File: src/rtl/gci_std_kmc_pkg.sv
// -----------------------------------------------------------------------------
// gci_std_kmc_pkg
// Shared definitions for the keyboard-matrix controller event path.
//   KMC_N / KMC_KW : default key-line count and matching key-code width
//   kmc_event_t    : one queued key event (key index + press/release flag)
//   EV_PRESS       : value of the press flag for a key going down
//   EV_RELEASE     : value of the press flag for a key going up
// -----------------------------------------------------------------------------
package gci_std_kmc_pkg;

  localparam int KMC_N  = 16;
  localparam int KMC_KW = $clog2(KMC_N);

  localparam logic EV_PRESS   = 1'b1;
  localparam logic EV_RELEASE = 1'b0;

  typedef struct packed {
    logic [KMC_KW-1:0] code;
    logic              press;
  } kmc_event_t;

endpackage : gci_std_kmc_pkg

File: src/rtl/gci_std_kmc_event_fifo.sv
// -----------------------------------------------------------------------------
// gci_std_kmc_event_fifo
// Synchronous first-word-fall-through FIFO. The head entry is driven
// combinationally from storage at the read pointer.
// Ports:
//   iCLOCK   : clock
//   inRESET  : synchronous active-low reset (clears pointers and storage)
//   iWR_EN   : push request; ignored while full
//   iWR_DATA : data to push
//   iRD_EN   : pop request; ignored while empty
//   oRD_DATA : head entry
//   oEMPTY   : no entries queued
//   oFULL    : DEPTH entries queued
//   oCOUNT   : number of queued entries
// -----------------------------------------------------------------------------
module gci_std_kmc_event_fifo #(
  parameter int W     = 5,
  parameter int DEPTH = 8
) (
  input  logic                       iCLOCK,
  input  logic                       inRESET,
  input  logic                       iWR_EN,
  input  logic [W-1:0]               iWR_DATA,
  input  logic                       iRD_EN,
  output logic [W-1:0]               oRD_DATA,
  output logic                       oEMPTY,
  output logic                       oFULL,
  output logic [$clog2(DEPTH):0]     oCOUNT
);

  localparam int AW = $clog2(DEPTH);

  // Pointers carry one extra bit that toggles on each wrap, so equal
  // pointers mean empty and equal-low/different-wrap means full.
  logic [AW:0]  r_wr_ptr;
  logic [AW:0]  r_rd_ptr;
  logic [W-1:0] r_mem [DEPTH];

  logic w_push;
  logic w_pop;

  assign oEMPTY   = (r_wr_ptr == r_rd_ptr);
  assign oFULL    = (r_wr_ptr[AW-1:0] == r_rd_ptr[AW-1:0]) &&
                    (r_wr_ptr[AW] != r_rd_ptr[AW]);
  assign oCOUNT   = r_wr_ptr - r_rd_ptr;
  assign oRD_DATA = r_mem[r_rd_ptr[AW-1:0]];

  assign w_push = iWR_EN && !oFULL;
  assign w_pop  = iRD_EN && !oEMPTY;

  // NOTE: storage is reset on purpose so the head outputs read as zero after
  // reset; this costs a reset net per flop but keeps the host view clean.
  always_ff @(posedge iCLOCK) begin
    if (!inRESET) begin
      r_wr_ptr <= '0;
      r_rd_ptr <= '0;
      for (int i = 0; i < DEPTH; i++) begin
        r_mem[i] <= '0;
      end
    end else begin
      if (w_push) begin
        r_mem[r_wr_ptr[AW-1:0]] <= iWR_DATA;
        r_wr_ptr                <= r_wr_ptr + 1'b1;
      end
      if (w_pop) begin
        r_rd_ptr <= r_rd_ptr + 1'b1;
      end
    end
  end

endmodule : gci_std_kmc_event_fifo

File: src/rtl/gci_std_kmc_key_event.sv
// -----------------------------------------------------------------------------
// gci_std_kmc_key_event
// Turns changes of the debounced key vector into press/release events,
// one per cycle in ascending key order, queued in an FWFT FIFO. Detection
// stalls rather than dropping a transition while the FIFO is full.
// Ports:
//   iCLOCK       : 50 MHz system clock
//   inRESET      : synchronous active-low reset
//   iKEY         : debounced key lines, 1 = pressed
//   oEVENT_VALID : head event valid
//   oEVENT_CODE  : key index of head event
//   oEVENT_PRESS : 1 = press, 0 = release
//   iEVENT_READY : consumer takes head event this cycle
//   oFULL        : FIFO holds DEPTH entries
//   oCOUNT       : queued entry count
//   oSTALL       : a change is pending but the FIFO is full
// -----------------------------------------------------------------------------
module gci_std_kmc_key_event
  import gci_std_kmc_pkg::*;
#(
  parameter int N     = 16,
  parameter int DEPTH = 8,
  parameter int KW    = $clog2(N)
) (
  input  logic                   iCLOCK,
  input  logic                   inRESET,
  input  logic [N-1:0]           iKEY,
  output logic                   oEVENT_VALID,
  output logic [KW-1:0]          oEVENT_CODE,
  output logic                   oEVENT_PRESS,
  input  logic                   iEVENT_READY,
  output logic                   oFULL,
  output logic [$clog2(DEPTH):0] oCOUNT,
  output logic                   oSTALL
);

  logic [N-1:0]  r_rep;       // last reported state per key
  logic [N-1:0]  w_pend;
  logic          w_any;
  logic [KW-1:0] w_sel;
  logic          w_push;
  logic          w_empty;
  logic          w_full;
  logic [KW:0]   w_wr_data;
  logic [KW:0]   w_rd_data;

  // NOTE: every always_comb output gets a default first so no path leaves
  // it unassigned and no latch is inferred.
  always_comb begin
    w_pend = iKEY ^ r_rep;
    w_any  = |w_pend;
    w_sel  = '0;
    // Scanning high to low lets the lowest set index win the last write.
    for (int i = N - 1; i >= 0; i--) begin
      if (w_pend[i]) begin
        w_sel = KW'(i);
      end
    end
  end

  // Space is judged from the count at the start of the cycle: a pop in the
  // same cycle does not make room for a push until the next edge.
  assign w_push    = w_any && !w_full;
  assign w_wr_data = {w_sel, iKEY[w_sel]};

  // NOTE: sequential state uses non-blocking assignments only.
  always_ff @(posedge iCLOCK) begin
    if (!inRESET) begin
      r_rep <= '0;
    end else if (w_push) begin
      r_rep[w_sel] <= iKEY[w_sel];
    end
  end

  gci_std_kmc_event_fifo #(
    .W     (KW + 1),
    .DEPTH (DEPTH)
  ) u_fifo (
    .iCLOCK   (iCLOCK),
    .inRESET  (inRESET),
    .iWR_EN   (w_push),
    .iWR_DATA (w_wr_data),
    .iRD_EN   (iEVENT_READY),
    .oRD_DATA (w_rd_data),
    .oEMPTY   (w_empty),
    .oFULL    (w_full),
    .oCOUNT   (oCOUNT)
  );

  assign oEVENT_VALID = !w_empty;
  assign oEVENT_CODE  = w_rd_data[KW:1];
  assign oEVENT_PRESS = (w_rd_data[0] == EV_PRESS);
  assign oFULL        = w_full;
  assign oSTALL       = w_any && w_full;

endmodule : gci_std_kmc_key_event

File: config.mk
export PLATFORM = sky130hd
export DESIGN_NAME = gci_std_kmc_key_event
export DESIGN_NICKNAME = d
export VERILOG_FILES = /design/src/rtl/gci_std_kmc_pkg.sv /design/src/rtl/gci_std_kmc_event_fifo.sv /design/src/rtl/gci_std_kmc_key_event.sv
export SDC_FILE = /design/constraint.sdc
export NUM_CORES = 1
export LEC_CHECK = 0
export ABC_CLOCK_PERIOD_IN_PS = 2770
export CORE_MARGIN = 2
export CORE_UTILIZATION = 58
export CTS_CLUSTER_SIZE = 25
export DETAILED_ROUTE_END_ITERATION = 16
export PLACE_DENSITY_LB_ADDON = 0.15
export SKIP_LAST_GASP = 1
export SLEW_MARGIN = 5
export SYNTH_ARGS = -nofsm -noshare
export SYNTH_HDL_FRONTEND = slang
export SYNTH_SLANG_ARGS = --single-unit
File: constraint.sdc
create_clock -name iCLOCK -period 2.77 [get_ports iCLOCK]
set_input_delay 0.554 -clock iCLOCK [delete_from_list [all_inputs] [get_ports iCLOCK]]
set_output_delay 0.554 -clock iCLOCK [all_outputs]
set_load 0.005 [all_outputs]
== After elaboration in Yosys (flattened, before gate mapping) ==
Memory sizes are Yosys's and may differ from the RTL's. A register that Yosys moved wholly into a read port is not among the register bits.
Index checks and enable logic that the tools add are counted.

* Memories kept: 1
* Memory bits (writable): 40
* Logic and storage cells: 53
* Flip-flop bits (word level): 24
* Bits of input ports: 19
* Output and inout port bits: 12

* Eq/ne operators: 3
* Reduce and logical (&&, ||, !) cells: 10
* $add $sub $neg: 3
* Multiplexer cells: 30
* Bitwise operators: 1
* Order comparisons: 2

{| class="wikitable"
|+ Memory list
! name !! words !! bits a word !! read ports !! clocked after Yosys merged registers in !! wr ports !! line !! source
|-
| u_fifo.r_mem || 8 || 5 || 1 || 1 || 8 || gci_std_kmc_event_fifo.sv:37 || <nowiki>logic [W-1:0] r_mem [DEPTH];</nowiki>
|}

{| class="wikitable"
|+ Operators by type and width
! kind !! count
|-
| 2-to-1 mux 4 bit || 16
|-
| bitwise mux 16 bit || 1
|-
| OR reduction 16 bit || 1
|-
| bitwise XOR 16 bit || 1
|-
| 2-to-1 mux 3 bit || 3
|-
| adder 4 x 1 -> 4 bit, second input constant || 2
|-
| 2-to-1 mux 1 bit || 7
|-
| logical AND 1 bit || 6
|-
| < comparator 4 x 5 -> 1 bit, second input constant || 1
|-
| 2-to-1 mux 5 bit || 1
|-
| OR reduction 5 bit || 1
|-
| binary-select mux 1 bit (select 4 bit) || 1
|-
| demux 1 bit (select 4 bit) || 1
|-
| equality test 4 bit || 1
|-
| greater-or-equal comparator 4 x 1 -> 1 bit, second input constant || 1
|-
| subtractor 4 bit || 1
|-
| equality test 3 bit || 1
|-
| logical NOT 1 bit || 2
|-
| inequality test 1 bit || 1
|}

== Logic depth before layout (Yosys ltp) ==
* Depth after elaboration: 22
* Mapped depth: 10
* Gate-level depth less buffers: 10

== Hierarchy ==
Synthesis repeated with hierarchy kept, for this count alone.

* Cell total of the unflattened synthesis: 346
* Area total of the unflattened synthesis: 3841.2 µm²

{| class="wikitable"
|+ By module, submodules not included
! module !! times used !! area each (µm²) !! cells each !! seq. area each (µm²)
|-
| gci_std_kmc_event_fifo || 1 || 2496.1 || 197 || 1421.4
|-
| gci_std_kmc_key_event || 1 || 1345.0 || 149 || 320.3
|}

== Least setup slack after synthesis ==
OpenSTA, ideal clock, no wires.

* Path type: input to register
* Start: in iKEY[0]
* End: mem u_fifo.r_mem[2][0] (enable)
* Library setup time: 0.283 ns
* Arrival time: 2.238 ns
* Cell stages on the path: 9
* Slack: 0.249 ns
* Data required time: 2.487 ns
* Path buffers: 1
* Path through: xor2_1 -> nor4_1 -> and4_1 -> buf_2 -> a21oi_4 -> nor2b_1 -> and2_1 -> nand3_1 -> nand2_1

{| class="wikitable"
|+ RTL lines
! element !! line !! source
|-
| from (decl) || gci_std_kmc_key_event.sv:27 || <nowiki>input logic [N-1:0] iKEY,</nowiki>
|-
| to (decl) || gci_std_kmc_event_fifo.sv:37 ||
|}

== Final worst setup path ==
* Start: reg u_fifo.r_rd_ptr[2]
* End: out oFULL

* Longest elaborated chain between the ends: 2

{| class="wikitable"
|+ Ends and longest elaborated chain
! element !! line !! source
|-
| from (decl) || gci_std_kmc_event_fifo.sv:36 || <nowiki>logic [AW:0] r_rd_ptr;</nowiki>
|-
| from (signal assigned) || gci_std_kmc_event_fifo.sv:66 || <nowiki>r_rd_ptr <= r_rd_ptr + 1'b1;</nowiki>
|-
| equality test 3 bit || gci_std_kmc_event_fifo.sv:43 || <nowiki>assign oFULL = (r_wr_ptr[AW-1:0] == r_rd_ptr[AW-1:0]) &&</nowiki>
|-
| logical AND 1 bit || gci_std_kmc_event_fifo.sv:43 ||
|-
| to (decl) || gci_std_kmc_key_event.sv:32 || <nowiki>output logic oFULL,</nowiki>
|}

Every way passes these cells.

==> results.toml <==
[synth]
synth_cells = 355
netlist_top_cells_count = "61 x nor2_1, 40 x edfxtp_1, 35 x nand2_1"
ys.flop_type = "edfxtp_1"
yosysWarnings = 0
syn_nets = 380
synth_area_leaders = "edfxtp_1 32%, dfxtp_1 15%, nor2_1 6.2%"
synth_top_area_share_pct = 32.27
ys_seq_elements = 67
ys_types = 53
synth_top_cell_by_area = "edfxtp_1"
synth-edff-count = 40
avgSynthCellArea_sq_um = 10.49
yosysSeqAreaShare_pct = 46.79
yosys.cell_count.top_type = "nor2_1"
synthArstFlopShare_pct = 0
syn-cell-area_sq_um = 3722

[setup_path]
path_max_fanout = 4
critPathLaunchType = "flip-flop"
endpoint_kind = "primary output"
critPathRequiredTime_ps = 2220
worstPathArrival_ps = 2170
worstSetupPathType = "reg -> out"

[status]
outcome = "finished, final reports clean"

[detailed_routing]
routed_wl_mm = 9.622
drt_iter0_drc = 177
vias = 3147
dr.pass1.iters = 4
drc = 0
vias_per_cell = 5.681
drtAntennaViolNets = 0
avgRoutedWirePerCell_um = 17.37

[clocking]
cts_made_buffers = 9
clkTransAtPathRegs_ps = 80
h-tree-depth = 3
clock_sinks = 67
cts_tree = "yes"
cts-root-buf = "clkbuf_8"
clockBufferDepth = 2
ctsHoldBuffers = 0
clock_latency_ps = 360

[global_route]
grt_pass1_wl_mm = 15.08
grt.total_usage_pct = 27.75
grt_max_degree = 19
grt_pass1_vias = 3188
antenna_found_initial = 0
overflow = 0

[cells_and_area]
antenna_cells = 0
drive_gt1_share_pct = 34.59
fin_area_sq_um = 5230
fillers = 374
syn2layout_area_growth_pct = 40.50
layout.nets = 497

[pwr]
share_comb_of_total_power_pct = 42.7
power_frac_seq_pct = 30.7
power_switching_w = 0.001314
peakVddDrop_uv = 585.2
pwr_density_cell_nw_per_um2 = 754.6
internal_power_w = 0.002633
p_sw_share_pct = 33.29
p_leak_nw = 2.200
clockPowerShare_pct = 26.6

[sta]
fin_crit_sh_pct = 98.16
finClkSkew_ps = 9.098
drv_slew = 0
fmax_mhz = 367.8
period_needed_ps = 2719
worst_slew_pin_slew_ps = 444.5
setup_tns_ps = 0
finalSetupViolations = 0
max_slew_margin_pct = 70.26
rsz0062_at_grt = "true"
hold_viol_final = 0

[floorplan]
die_w_um = 84.11
die_area_sq_um = 7074
dieHeight_um = 84.11
core_area_sq_um = 6277
pin_count = 31
rows = 29
initial_core_util_pct = 59.30

[place]
io_buffers = 30
dp_hpwl_mm = 7.015
dpl-instance-area_sq_um = 4657
gp_congestion = 0.8671

[worst_hold_path]
holdCritPathClass = "reg -> reg"

[flow_run]
max_cap_viol_count = 0
[cell families (layout without fill, tap and decap cells)]
group,Yosys count,count (layout),synth area share [%]
buffers and inverters,21,143,2.218
AO/OA/AOI/OAI,61,61,12.13
XOR/XNOR,32,32,8.639
adder cells (fa/ha/maj),6,6,2.219
AND/OR/NAND/NOR,144,144,18.02
multiplexers,24,24,9.983
flip-flops,67,67,46.79
[routing by layer]
metal / share of wire, % / GRT usage (%)
met1: 39 / 31.61
met2: 54 / 50.65
met3: 3.8 / 5.143
met4: 2.5 / 11.88
met5: 0 / 0
[timing repair]
item                                    CTS  global route
endpoints found under the setup margin   19            31
gates resized for setup                  15            35
pin swaps                                 3            17
setup buffers                             3             8
cloned                                    0             0
[stage by stage]
step	hold WS (ps)	total power, W	worst slack, ps	std cells	utilization, %
detailed placement	490.6	0.002728	-411.7	527	74.19
floorplan	448.8	0.002057	249.4	355	-
CTS	516.0	0.003842	-68.01	546	80.49
global placement	471.4	0.002691	-319.7	527	74.19
global route	536.2	0.004115	-24.29	554	83.32
finish	512.8	0.003947	50.94	554	83.32
[worst max-delay path, stage by stage, from the launching register on]
cell	delay [ps]
dfxtp_1	360
inv_1	90
ha_1	330
nand3_1	90
nand2b_1	240
inv_2	170
clkdlybuf4s50_1	520
[cells in the final DEF, fill, tap and decap left out, types with 5 or more instances in the layout]
master / count
buf_4: 85
nor2_1: 59
edfxtp_1: 40
nand2_1: 35
dfxtp_1: 25
a21oi_1: 24
dlymetal6s2s_1: 15
nand3_1: 14
clkdlybuf4s50_1: 14
xnor2_1: 12
mux4_2: 10
clkbuf_8: 9
inv_1: 8
mux2i_1: 8
o21ai_0: 8
xnor2_2: 7
xor2_2: 6
nand4_1: 6
xor2_1: 5
nand2b_1: 5
mux2_2: 5
and3_1: 5
ha_1: 5
[layout make-up]
type / count / area [sq um] / share of cell area [%]
Multi-Input combinational cell: 267 / 2086 / 39.88
Sequential cell: 67 / 1744 / 33.35
Timing Repair Buffer: 117 / 1006 / 19.23
Clock buffer: 11 / 152.6 / 2.919
Clock inverter: 5 / 107.6 / 2.057
Tap cell: 77 / 96.34 / 1.842
Inverter: 10 / 37.54 / 0.7177
[registers in the layout, indices dropped and copies added (netlist names), named ones only]
signal / flops
u_fifo.r_wr_ptr: 4
r_rep: 16
u_fifo.r_mem: 40
u_fifo.r_rd_ptr: 4
[final timing paths]
check / startpoint / endpoint / slack [ps] / depth (start not counted)
worst max-delay path: u_fifo.r_rd_ptr[2] / oFULL / 50 / 6
worst min-delay path: r_rep[5] / r_rep[5] / 510 / 2
worst min register to register: r_rep[5] / r_rep[5] / 510 / 2
worst max register to register: r_rep[13] / r_rep[9] / 300 / 10
[power groups by stage]
stage / logic, W / clock network (W) / registers [W]
6_report: 0.00169 / 0.00105 / 0.00121
5_1_grt: 0.00180 / 0.00110 / 0.00122
4_1_cts: 0.00157 / 0.00106 / 0.00121
3_5_place_dp: 0.00151 / 0 / 0.00122
3_3_place_gp: 0.00148 / 0 / 0.00121
2_1_floorplan: 0.000861 / 0 / 0.00120
No activity file was read; power rests on OpenSTA's default activity.
==> RTL change 1 (same settings) <==
Reset style: asynchronous (`inRESET`), changed in 2 clocked blocks. Comments in the files are not updated.
--- a/src/rtl/gci_std_kmc_event_fifo.sv
+++ b/src/rtl/gci_std_kmc_event_fifo.sv
@@ -51,5 +51,5 @@
   // NOTE: storage is reset on purpose so the head outputs read as zero after
   // reset; this costs a reset net per flop but keeps the host view clean.
-  always_ff @(posedge iCLOCK) begin
+  always_ff @(posedge iCLOCK or negedge inRESET) begin
     if (!inRESET) begin
       r_wr_ptr <= '0;
--- a/src/rtl/gci_std_kmc_key_event.sv
+++ b/src/rtl/gci_std_kmc_key_event.sv
@@ -65,5 +65,5 @@
 
   // NOTE: sequential state uses non-blocking assignments only.
-  always_ff @(posedge iCLOCK) begin
+  always_ff @(posedge iCLOCK or negedge inRESET) begin
     if (!inRESET) begin
       r_rep <= '0;
Behaviour: differs if inRESET is asserted again (counterexample within 4 cycles, from zero or initial values and one cycle with inRESET low); with inRESET held inactive, the same outputs for 4 cycles.
==> RTL change 1 against the unedited design <==
Cell area fell by 6.8%; die area fell by 3.8%; power increased by 48%; count of clock-buffer cells in the layout is the same; synthesized area shrank 4.0%; sequential cell count down 3; setup slack is essentially flat; routed wire length decreased by 0.86%.
==> RTL change 1: results <==
[worst_setup_path]
worstPathMaxFanout = 10
reg2reg_to = u_fifo.r_mem[3]
ff2ff_setup_slack_ns = 0.12
r2r_start = r_rep[6]
worst-r2r-cell-count = 14
crit_path_top_delay_cell = clkdlybuf4s50_1
max_stage_delay_ns = 0.54
worstPathArrival_ns = 2.16

[pwr]
power.total_w = 0.005854
internal-power_w = 0.003522
p_comb_frac = 0.575
ir_worst_vdd_uv = 905.4
p_leak_nw = 2.333
seq_power_share = 0.262

[route]
drt-initial-drc-count = 205
avgViaCountPerCell = 5.774
drtPass1Iterations = 4
drtAntennaViolNets = 0
routedWlPerCell_um = 18.00

[min_path]
min_path_type = input port to async pin

[clock_network]
clk_path_buf_depth = 2
htree_levels = 3
cts_buffers = 9
cts_root_buffer = clkbuf_8

[placed_design]
dpl_worst_slack_ns = -0.4192
dp_hpwl_um = 6611
dpl.cell_count = 506
placed_area_um2 = 4390
globalplace.congestion = 0.8765

[timing]
relSlewSlack = 0.6166
skew_ns = 0.01264
holdWs_ns = 0.1871
slew_violations = 0

[logic_synthesis]
syn_avg_cell_area_um2 = 10.15
synth_common_cells = nand2_1 (69), dfrtp_1 (64), o21ai_0 (22)
yosys_warnings = 0
yosysUniqueCellTypes = 49
ys_seq_area_frac = 0.4482
syn-num-nets = 377
synth_flop_cell = dfrtp_1
synthTopCellsByArea = dfrtp_1 (45%), nand2_1 (7.2%), mux4_2 (6.3%)
synthArstFlopShare = 1.000

[finish]
fill_cells = 343
antennaDiodeCount = 0
finalNonFillerCells = 530
nets = 475
multiInputGateArea_um2 = 2026
reg_top3 = u_fifo.r_mem x40, r_rep x16
drive_gt1_frac = 0.3275

[outcome]
status = complete, no violations

[grt]
grt_start_max_net_pins = 41
antenna_found_initial = 0
grt_pass1_vias = 3027
track_usage = 0.2971
grt_pass1_wl_um = 14790
RTL change 1: layer usage:
metal	wire length [um]	vias up	GRT usage
li1	-	1418	-
met1	4220	1537	0.4134
met2	4666	85	0.4718
met3	443	20	0.05652
met4	208	0	0.1016
met5	0	-	0
RTL change 1: layout make-up:
| class | count | share of cell area |
|---|---|---|
| clock buffers | 11 | 0.03107 |
| clock inverters | 5 | 0.01772 |
| inverters | 12 | 0.009243 |
| multi-input cells | 263 | 0.4157 |
| flip-flops and latches | 64 | 0.3289 |
| well taps | 75 | 0.01926 |
| repair buffers | 100 | 0.1782 |
RTL change 1: worst max path at each step:
| stage | cells after the start | from | slack [ns] | to |
|---|---|---|---|---|
| floorplan | 8 | u_fifo.r_rd_ptr[1] | 0.24 | u_fifo.r_mem[0] |
| global placement | 10 | iKEY[7] | -0.31 | u_fifo.r_mem[10] |
| detailed placement | 10 | iKEY[7] | -0.42 | u_fifo.r_mem[30] |
| CTS | 17 | iKEY[6] | -0.02 | u_fifo.r_mem[2] |
| global route | 16 | iKEY[0] | -0.08 | u_fifo.r_mem[2] |
| finish | 4 | u_fifo.r_wr_ptr[2] | 0.05 | oFULL |
RTL change 1: repair_timing:
item / 4_1_cts / 5_1_grt
pin swaps: 6 / 3
buffers inserted: 4 / 4
hold buffers: 0 / 0
endpoints found under the setup margin: 10 / 52
gates resized for setup: 18 / 27
RTL change 1: cells by family after synthesis:
group,Yosys count,share of synthesized area
AND/OR/NAND/NOR,127,0.1649
flip-flops,64,0.4482
AO/OA/AOI/OAI,63,0.1141
multiplexers,35,0.1390
XOR/XNOR,32,0.08053
buffers and inverters,25,0.03011
adder cells (fa/ha/maj),6,0.02311
==> RTL change 2 (config.mk and constraints unchanged) <==
Made on the original files. Set the parameter `N` to 8 (it was 16).
--- a/src/rtl/gci_std_kmc_key_event.sv
+++ b/src/rtl/gci_std_kmc_key_event.sv
@@ -19,5 +19,5 @@
   import gci_std_kmc_pkg::*;
 #(
-  parameter int N     = 16,
+  parameter int N     = 8,
   parameter int DEPTH = 8,
   parameter int KW    = $clog2(N)
Ports: changed (resized iKEY and oEVENT_CODE); port bits go from 31 to 22. No check against the original RTL was run, so the function may have changed too.
==> RTL change 2 against the unedited design <==
Synthesized area is 27% lower; cell area is 36% lower; routed wire length is 39% lower; clock skew is 0.0046 ns lower; setup slack better by 0.0043 ns; power is 43% lower; critical path depth is 1 lower; sequential cell count is 16 lower; worst hold slack better by 0.055 ns.
==> RTL change 2: results <==
[logic_synthesis]
syn_avg_cell_area_um2 = 10.82
synthArstFlopShare = 0
syn-num-nets = 267
ys_seq_area_frac = 0.4958
synth_edf_count = 32
synthTopCellsByArea = edfxtp_1 (36%), dfxtp_1 (14%), mux4_2 (6.7%)
synth_common_cells = nor2_1 (45), edfxtp_1 (32), dfxtp_1 (19)
yosys_warnings = 0
yosysUniqueCellTypes = 41

[clock_network]
cts_buffers = 5
clk_path_buf_depth = 2
htree_levels = 2
clk_pin_slew_ns = 0.09
cts_root_buffer = clkbuf_8
clock_latency_ns = 0.31

[route]
drtPass1Iterations = 7
vias = 2004
drt-met1-wl_um = 2622
dr.max_layer_used = met4
routedWlPerCell_um = 16.35
drt-initial-drc-count = 119
route.met3.wl_um = 184
wl_met2_um = 3002

[placed_design]
numPortBuffers = 21
dpl.cell_count = 350
dp_hpwl_um = 4484
globalplace.congestion = 0.8787

[pwr]
p_leak_nw = 1.306
ir_worst_vdd_uv = 356.0
p_switching_w = 0.0006906

[worst_setup_path]
ff2ff_setup_slack_ns = 0.43
cp-startpoint = iKEY[3]
worst-r2r-cell-count = 8
reg2reg_to = u_fifo.r_mem[0][3]
crit_end = oSTALL
worstPathArrival_ns = 2.16
r2r_start = u_fifo.r_wr_ptr[2]
worstPathMaxFanout = 3

[finish]
nets = 324
antennaDiodeCount = 0
reg_top3 = u_fifo.r_mem x32, r_rep x8
finalNonFillerCells = 360
fill_cells = 309
drive_gt1_frac = 0.2370

[grt]
overflow = 0
track_usage = 0.2493
grt_start_max_net_pins = 18
met1_usage = 0.3231
grt_pass1_wl_um = 9880
antenna_found_initial = 0
grt_util_met3 = 0.04722
use_met2 = 0.4292
grt_pass1_vias = 2056

[timing]
holdWs_ns = 0.5682
skew_ns = 0.004451
worst_slew_pin_slew_ns = 0.4543

[min_path]
min_path_type = flip-flop to flip-flop
holdCritStartpoint = r_rep[7]
hold_end = r_rep[7]

[outcome]
status = complete, no violations
RTL change 2: cell count changes after synthesis, moves of 4 or more:
cell and change:
inv_1 +4, dfxtp_1 -8, a21oi_1 -12, nand2_1 -20, nor2_1 -16, edfxtp_1 -8, mux2i_1 -9, nand2b_1 -4
nand3_1 -5, a211oi_2 -4
RTL change 2: cell type report:
class	instances	area share
Clock buffer	5	0.02045
Clock inverter	3	0.01302
Inverter	13	0.01450
Multi-Input combinational cell	176	0.3793
Sequential cell	51	0.4001
Tap cell	52	0.01934
Timing Repair Buffer	60	0.1532
RTL change 2: worst max-delay path: stages:
cell	delay [ns]
clkdlybuf4s50_1	0.48
xor2_1	0.20
nor4_4	0.35
a21oi_1	0.13
clkdlybuf4s50_1	0.45
RTL change 2: cell families after synthesis:
group | share of synthesized area
mux | 0.08742
buf+inv | 0.03515
flops | 0.4958
compound gates | 0.1078
simple gates | 0.1600
xor+xnor | 0.08326
fa+ha+maj | 0.03053
RTL change 2: power groups by stage:
stage | clock network, W | registers [W] | logic [W]
5_1_grt | 0.000556 | 0.000944 | 0.000876
2_1_floorplan | 0 | 0.000927 | 0.000469
6_report | 0.000519 | 0.000935 | 0.000800
3_5_place_dp | 0 | 0.000951 | 0.000789
3_3_place_gp | 0 | 0.000948 | 0.000769
4_1_cts | 0.000526 | 0.000936 | 0.000796
RTL change 2: timing repair:
item                                    in CTS  in global routing
setup buffers                                0                  2
resized for setup                            2                  2
pin swaps                                    1                  2
hold buffers                                 0                  0
endpoints found under the setup margin       2                  3
RTL change 2: stage by stage:
stage	setup slack (ns)	area (um^2)	TNS, ns
detailed placement	-0.1003	3224	-1.472
finish	0.05526	3364	0
global route	-0.01118	3364	-0.01118
floorplan	0.3300	2705	0
global placement	-0.04827	3224	-0.2529
CTS	0.0005820	3346	0
